File: config.mk
export PLATFORM = sky130hd
export DESIGN_NAME = dec_stage_pipe
export DESIGN_NICKNAME = d
export VERILOG_FILES = /design/src/rtl/dec_stage_pipe.sv
export SDC_FILE = /design/constraint.sdc
export NUM_CORES = 2
export LEC_CHECK = 0
export CAP_MARGIN = 15
export CORE_ASPECT_RATIO = 0.7
export CORE_MARGIN = 5
export CORE_UTILIZATION = 45
export CTS_CLUSTER_SIZE = 24
export DETAILED_ROUTE_END_ITERATION = 7
export GPL_TIMING_DRIVEN = 0
export SLEW_MARGIN = 10
export SYNTH_ARGS = -nofsm -noshare
export SYNTH_HDL_FRONTEND = slang
export SYNTH_SLANG_ARGS = --single-unit
File: constraint.sdc
create_clock -name clk -period 112.5 [get_ports clk]
set_input_delay 28.125 -clock clk [delete_from_list [all_inputs] [get_ports clk]]
set_output_delay 28.125 -clock clk [all_outputs]
set_load 0.005 [all_outputs]
File: src/rtl/dec_stage_pipe.sv
// RV32I-subset decode stage: bypassed register file read, control decode, immediate
// generation, and the ID/EX register. Load-use hazards stall the upstream stage and insert a bubble.
module dec_stage_pipe #(
  parameter int XLEN = 32,
  parameter int NREG = 32,
  parameter int CNTW = 16
) (
  input  logic                     clk,
  input  logic                     rst,
  input  logic                     in_valid,
  input  logic [31:0]              instr,
  output logic                     in_ready,
  input  logic                     flush,
  input  logic                     regwrite_WB,
  input  logic [$clog2(NREG)-1:0]  wa_WB,
  input  logic [XLEN-1:0]          wdata_WB,
  output logic                     out_valid,
  output logic [XLEN-1:0]          rda,
  output logic [XLEN-1:0]          rdb,
  output logic [XLEN-1:0]          imm,
  output logic                     ALUsrc,
  output logic [1:0]               ALUOP,
  output logic                     regwrite,
  output logic                     memtoreg,
  output logic                     memread,
  output logic                     memwrite,
  output logic                     branch,
  output logic [$clog2(NREG)-1:0]  wa,
  output logic [$clog2(NREG)-1:0]  ra1,
  output logic [$clog2(NREG)-1:0]  ra2,
  output logic [2:0]               funct3,
  output logic                     funct7,
  output logic [CNTW-1:0]          stall_cnt
);

  localparam int AW = $clog2(NREG);

  localparam logic [6:0] OP_R  = 7'b0110011;
  localparam logic [6:0] OP_I  = 7'b0010011;
  localparam logic [6:0] OP_LD = 7'b0000011;
  localparam logic [6:0] OP_ST = 7'b0100011;
  localparam logic [6:0] OP_BR = 7'b1100011;

  localparam logic [1:0] ALU_ADD = 2'b00;
  localparam logic [1:0] ALU_BR  = 2'b01;
  localparam logic [1:0] ALU_R   = 2'b10;
  localparam logic [1:0] ALU_I   = 2'b11;

  function automatic logic signed [XLEN-1:0] sext12(input logic [11:0] v);
    return {{(XLEN-12){v[11]}}, v};
  endfunction

  function automatic logic signed [XLEN-1:0] sext13(input logic [12:0] v);
    return {{(XLEN-13){v[12]}}, v};
  endfunction

  logic [XLEN-1:0] regs [NREG];

  logic [6:0]             opcode;
  logic [AW-1:0]          rs1_p0, rs2_p0, rd_p0;
  logic [XLEN-1:0]        rda_p0, rdb_p0;
  logic signed [XLEN-1:0] imm_p0;
  logic                   alusrc_p0, regwrite_p0, memtoreg_p0, memread_p0, memwrite_p0, branch_p0;
  logic [1:0]             aluop_p0;
  logic                   use_rs1_p0, use_rs2_p0;
  logic                   stall;

  logic                   vld_p1;
  logic [XLEN-1:0]        rda_p1, rdb_p1;
  logic signed [XLEN-1:0] imm_p1;
  logic                   alusrc_p1, regwrite_p1, memtoreg_p1, memread_p1, memwrite_p1, branch_p1;
  logic [1:0]             aluop_p1;
  logic [AW-1:0]          wa_p1, ra1_p1, ra2_p1;
  logic [2:0]             funct3_p1;
  logic                   funct7_p1;
  logic [CNTW-1:0]        stall_cnt_p1;

  assign opcode = instr[6:0];
  assign rd_p0  = instr[7 +: AW];
  assign rs1_p0 = instr[15 +: AW];
  assign rs2_p0 = instr[20 +: AW];

  // x0 is never written, so it reads as zero without a special case on the read side.
  always_ff @(posedge clk or posedge rst) begin
    if (rst) begin
      for (int i = 0; i < NREG; i++) regs[i] <= '0;
    end else if (regwrite_WB && wa_WB != '0) begin
      regs[wa_WB] <= wdata_WB;
    end
  end

  always_comb begin
    rda_p0 = (regwrite_WB && wa_WB != '0 && wa_WB == rs1_p0) ? wdata_WB : regs[rs1_p0];
    rdb_p0 = (regwrite_WB && wa_WB != '0 && wa_WB == rs2_p0) ? wdata_WB : regs[rs2_p0];
  end

  always_comb begin
    alusrc_p0   = 1'b0;
    aluop_p0    = ALU_ADD;
    regwrite_p0 = 1'b0;
    memtoreg_p0 = 1'b0;
    memread_p0  = 1'b0;
    memwrite_p0 = 1'b0;
    branch_p0   = 1'b0;
    imm_p0      = '0;
    use_rs1_p0  = 1'b0;
    use_rs2_p0  = 1'b0;
    case (opcode)
      OP_R: begin
        aluop_p0    = ALU_R;
        regwrite_p0 = 1'b1;
        use_rs1_p0  = 1'b1;
        use_rs2_p0  = 1'b1;
      end
      OP_I: begin
        alusrc_p0   = 1'b1;
        aluop_p0    = ALU_I;
        regwrite_p0 = 1'b1;
        imm_p0      = sext12(instr[31:20]);
        use_rs1_p0  = 1'b1;
      end
      OP_LD: begin
        alusrc_p0   = 1'b1;
        regwrite_p0 = 1'b1;
        memtoreg_p0 = 1'b1;
        memread_p0  = 1'b1;
        imm_p0      = sext12(instr[31:20]);
        use_rs1_p0  = 1'b1;
      end
      OP_ST: begin
        alusrc_p0   = 1'b1;
        memwrite_p0 = 1'b1;
        imm_p0      = sext12({instr[31:25], instr[11:7]});
        use_rs1_p0  = 1'b1;
        use_rs2_p0  = 1'b1;
      end
      OP_BR: begin
        aluop_p0    = ALU_BR;
        branch_p0   = 1'b1;
        imm_p0      = sext13({instr[31], instr[7], instr[30:25], instr[11:8], 1'b0});
        use_rs1_p0  = 1'b1;
        use_rs2_p0  = 1'b1;
      end
      default: ;
    endcase
  end

  // Only operands the instruction actually reads can create a load-use hazard.
  assign stall = in_valid && vld_p1 && memread_p1 && (wa_p1 != '0) &&
                 ((use_rs1_p0 && wa_p1 == rs1_p0) || (use_rs2_p0 && wa_p1 == rs2_p0));
  assign in_ready = flush || !stall;

  // ---- ID/EX boundary ----
  always_ff @(posedge clk or posedge rst) begin
    if (rst) begin
      vld_p1       <= 1'b0;
      rda_p1       <= '0;
      rdb_p1       <= '0;
      imm_p1       <= '0;
      alusrc_p1    <= 1'b0;
      aluop_p1     <= 2'b00;
      regwrite_p1  <= 1'b0;
      memtoreg_p1  <= 1'b0;
      memread_p1   <= 1'b0;
      memwrite_p1  <= 1'b0;
      branch_p1    <= 1'b0;
      wa_p1        <= '0;
      ra1_p1       <= '0;
      ra2_p1       <= '0;
      funct3_p1    <= '0;
      funct7_p1    <= 1'b0;
      stall_cnt_p1 <= '0;
    end else if (!flush && in_valid && !stall) begin
      vld_p1      <= 1'b1;
      rda_p1      <= rda_p0;
      rdb_p1      <= rdb_p0;
      imm_p1      <= imm_p0;
      alusrc_p1   <= alusrc_p0;
      aluop_p1    <= aluop_p0;
      regwrite_p1 <= regwrite_p0;
      memtoreg_p1 <= memtoreg_p0;
      memread_p1  <= memread_p0;
      memwrite_p1 <= memwrite_p0;
      branch_p1   <= branch_p0;
      wa_p1       <= rd_p0;
      ra1_p1      <= rs1_p0;
      ra2_p1      <= rs2_p0;
      funct3_p1   <= instr[14:12];
      funct7_p1   <= instr[30];
    end else begin
      // Flush, stall bubble or idle: controls cleared, data fields left stale.
      vld_p1      <= 1'b0;
      alusrc_p1   <= 1'b0;
      aluop_p1    <= 2'b00;
      regwrite_p1 <= 1'b0;
      memtoreg_p1 <= 1'b0;
      memread_p1  <= 1'b0;
      memwrite_p1 <= 1'b0;
      branch_p1   <= 1'b0;
      if (!flush && stall && stall_cnt_p1 != '1) stall_cnt_p1 <= stall_cnt_p1 + CNTW'(1);
    end
  end

  assign out_valid = vld_p1;
  assign rda       = rda_p1;
  assign rdb       = rdb_p1;
  assign imm       = imm_p1;
  assign ALUsrc    = alusrc_p1;
  assign ALUOP     = aluop_p1;
  assign regwrite  = regwrite_p1;
  assign memtoreg  = memtoreg_p1;
  assign memread   = memread_p1;
  assign memwrite  = memwrite_p1;
  assign branch    = branch_p1;
  assign wa        = wa_p1;
  assign ra1       = ra1_p1;
  assign ra2       = ra2_p1;
  assign funct3    = funct3_p1;
  assign funct7    = funct7_p1;
  assign stall_cnt = stall_cnt_p1;

endmodule

==> reports/qor.yml <==
gr-usage-met2_pct: 49.02
hp-start: "funct3[1]"
syn_to_final_growth_pct: 14.65
synth_seq_cells: 1144
outcome: "finished clean"
syn_inst: 4729
crit_end: "in_ready"
num_io_pins: 215
r2r-start: "wa[4]"
synth_top_flop_cell: "dfrtp_1"
final_common_cell: "dfrtp_1"
antenna_found_initial: 32
dpl_worst_slack_ns: 54.05
die-area_um2: 143400
numCtsBuffers: 118
synth_fp_nets: 4804
synth_edf_count: 0
cts_setup_buffers: 0
tns_ns: 0
start_util_pct: 45.17
layout_setup_ws_ns: 54.04
clock_latency_ns: 0.79
synth.cell_area_um2: 61120
rr_worst_depth: 8
grt_max_degree: 114
tightest_slew_ns: 1.466
drive_above_1_share_pct: 32.65
finalCritPeriodShare_pct: 51.97
finalMaxSlewViolations: 0
hold_depth: 2
gr-total-overflow: 0
final_cell_mix: "dfrtp_1, mux2_2, mux2i_1"
vias: 47220
clockBufferDepth: 3
regToRegSetupSlack_ns: 109.34
drt_iter0_drc: 6966
cp.arrival_ns: 30.34
worstPathBufferInverterCount: 3
yosysSeqAreaShare_pct: 46.84
ir_worst_vdd_v: 0.00001356
clock_sinks: 1144
dp_hpwl_mm: 201.1
path_cells: "clkbuf_1, xor2_1, nor4_2, a2bb2oi_4, nor3_1, inv_1, clkdlybuf4s50_1"
via_per_inst: 6.737
crit_cells: 7
syn_avg_cell_area_um2: 12.92
gr-usage-met1_pct: 52.78
clock_skew_ns: 0.03756
final-setup-viol-count: 0
clkSlewWorstSetupHoldPaths_ns: 0.06
yosys.cell_types.count: 56
maxCapViolCount: 0
power.density_nw_per_um2: 17.67
hold_viol: 0
nets: 5156
ctsHoldBuffers: 0
cts_tree: "yes"
cpLargestDelayFamily: "buffers and inverters"
cp_max_fo: 7
busiest_layer: "met1"
hp-class: "register to register"
criticalPathCategory: "input pin to output port"
worstSetupStartpoint: "instr[19]"
r2r-end: "rda[21]"
yosysWarningCount: 0
drc: 0
cp_slowest_cell: "clkbuf_1"
synth.top_cell.area_share_pct: 46.84
grt_pass1_vias: 44610
max_stage_delay_ns: 0.53
row_count: 113
postRouteAntennaNets: 0
htreeDepth: 3
p_leak_nw: 31.61
synth_top_area_cell: "dfrtp_1"
start_kind: "input pin"
timing.fmax_ghz: 0.01711
io_buffers: 201
worst_setup_path_end_kind: "output port"
period_minus_slack_ns: 58.46
gp_congestion: 1.024
cp_data_required_time_ns: 84.38
ctsResizeCount: 0
async_reset_ff_share_pct: 100.0
grt_pass1_wl_mm: 380.2
cts-root-buf: "clkbuf_16"
fillCellCount: 11760
wl_per_cell_um: 40.12
grt_util_met3_pct: 21.61
synth_area_leaders: "dfrtp_1, mux2_2, mux2i_1"
coreArea_um2: 135300
slew_headroom_pct: 2.239
rsz0062_at_grt: "false"
die_y_um: 318.3
drtPass1Iterations: 7
grt_usage_pct: 38.30
dieWidth_um: 450.5
wirelength_mm: 281.2
## stage by stage
step	area [um^2]	power, W	hold WS (ns)	utilization (%)	std cells
6_report	70080	0.001239	0.4752	51.79	7008
5_1_grt	69970	0.001276	0.4933	51.71	6964
4_1_cts	69890	0.001225	0.4763	51.65	6956
3_5_place_dp	65900	0.0008157	0.4610	48.70	6738
3_3_place_gp	65360	0.0008081	0.4559	48.31	6712
2_1_floorplan	61120	0.0007101	0.4413	-	4729
## worst min-delay path by stage
stage / endpoint / slack (ns)
after CTS: funct3[1] / 0.48
after global placement: imm[10] / 0.46
final: funct3[1] / 0.48
after global routing: imm[0] / 0.49
after detailed placement: funct3[1] / 0.46
after floorplan: regs[1008] / 0.44
## logic make-up after synthesis
logic type / Yosys count / synth area share, %
AOI/OAI and AO/OA: 598 / 6.500
xor gates and xnor gates: 33 / 0.4729
adders and majority gates: 1 / 0.02047
buffers and inverters: 521 / 4.702
DFF: 1144 / 46.84
muxes: 1875 / 37.18
and+or+nand+nor: 557 / 4.287
## final cells by class
type	count	area, um^2	area share (%)
multi-input combinational	3064	29630	42.28
sequential	1144	28630	40.85
clock buffer	175	3552	5.069
buffer	517	2867	4.090
timing repair buffer	232	2592	3.699
tap	1782	2230	3.182
clock inverter	43	437.9	0.6249
antenna	47	117.6	0.1678
inverter	4	22.52	0.03214
## worst min-delay path, cell delays in order, from the launching register on
cell	delay, ns
dfrtp_1	0.34
nand2_1	0.05
nand2_1	0.06
## cells in the mapped netlist, types with 3 or more instances
cell      number
a211oi_1       8
nor2b_1       10
or3_1         24
a21oi_1      170
buf_2         95
mux2_1         8
dfrtp_1     1144
xnor2_1       22
nor2_1        67
nor3_2         6
a22oi_1      312
or4_1          3
nor3b_1        4
or2_2          4
o21ai_0       29
nor4_1        22
clkbuf_1     230
nand2_1      272
xor2_1        11
mux4_2       208
nand2b_1      47
buf_4         80
inv_1          3
buf_12         3
buf_6         40
mux4_1         6
mux2i_1      656
o21ai_1       10
buf_1         55
nand3b_1       3
o211ai_1      20
o22ai_1       36
nand3_1       57
and3_1         7
a221oi_1       4
and2_1         6
nand4_1        7
nor3_1        12
buf_8         13
mux2_2       997
## state kept, by name, indices dropped and copies added (netlist names), 2 cells and up
register and count:
regs 1024, rda 32, rdb 32, stall_cnt 16, imm 13, ra1 5, ra2 5, wa 5
funct3 3, ALUOP 2
## power breakdown
part / internal (W) / switching [W] / total, W / leakage (nW)
Sequential: 0.000487 / 0.0000596 / 0.000546 / 14.6
Combinational: 0.000134 / 0.000143 / 0.000277 / 15.0
Clock: 0.000234 / 0.000182 / 0.000415 / 1.96
Total: 0.000854 / 0.000384 / 0.00124 / 31.6
## metal layers
layer / vias up / wire length, um
met1: 24740 / 114100
met3: 656 / 45290
met5: - / 781
met4: 17 / 13750
met2: 3482 / 107200
li1: 18320 / -
Power figures use the tool's default switching activity.
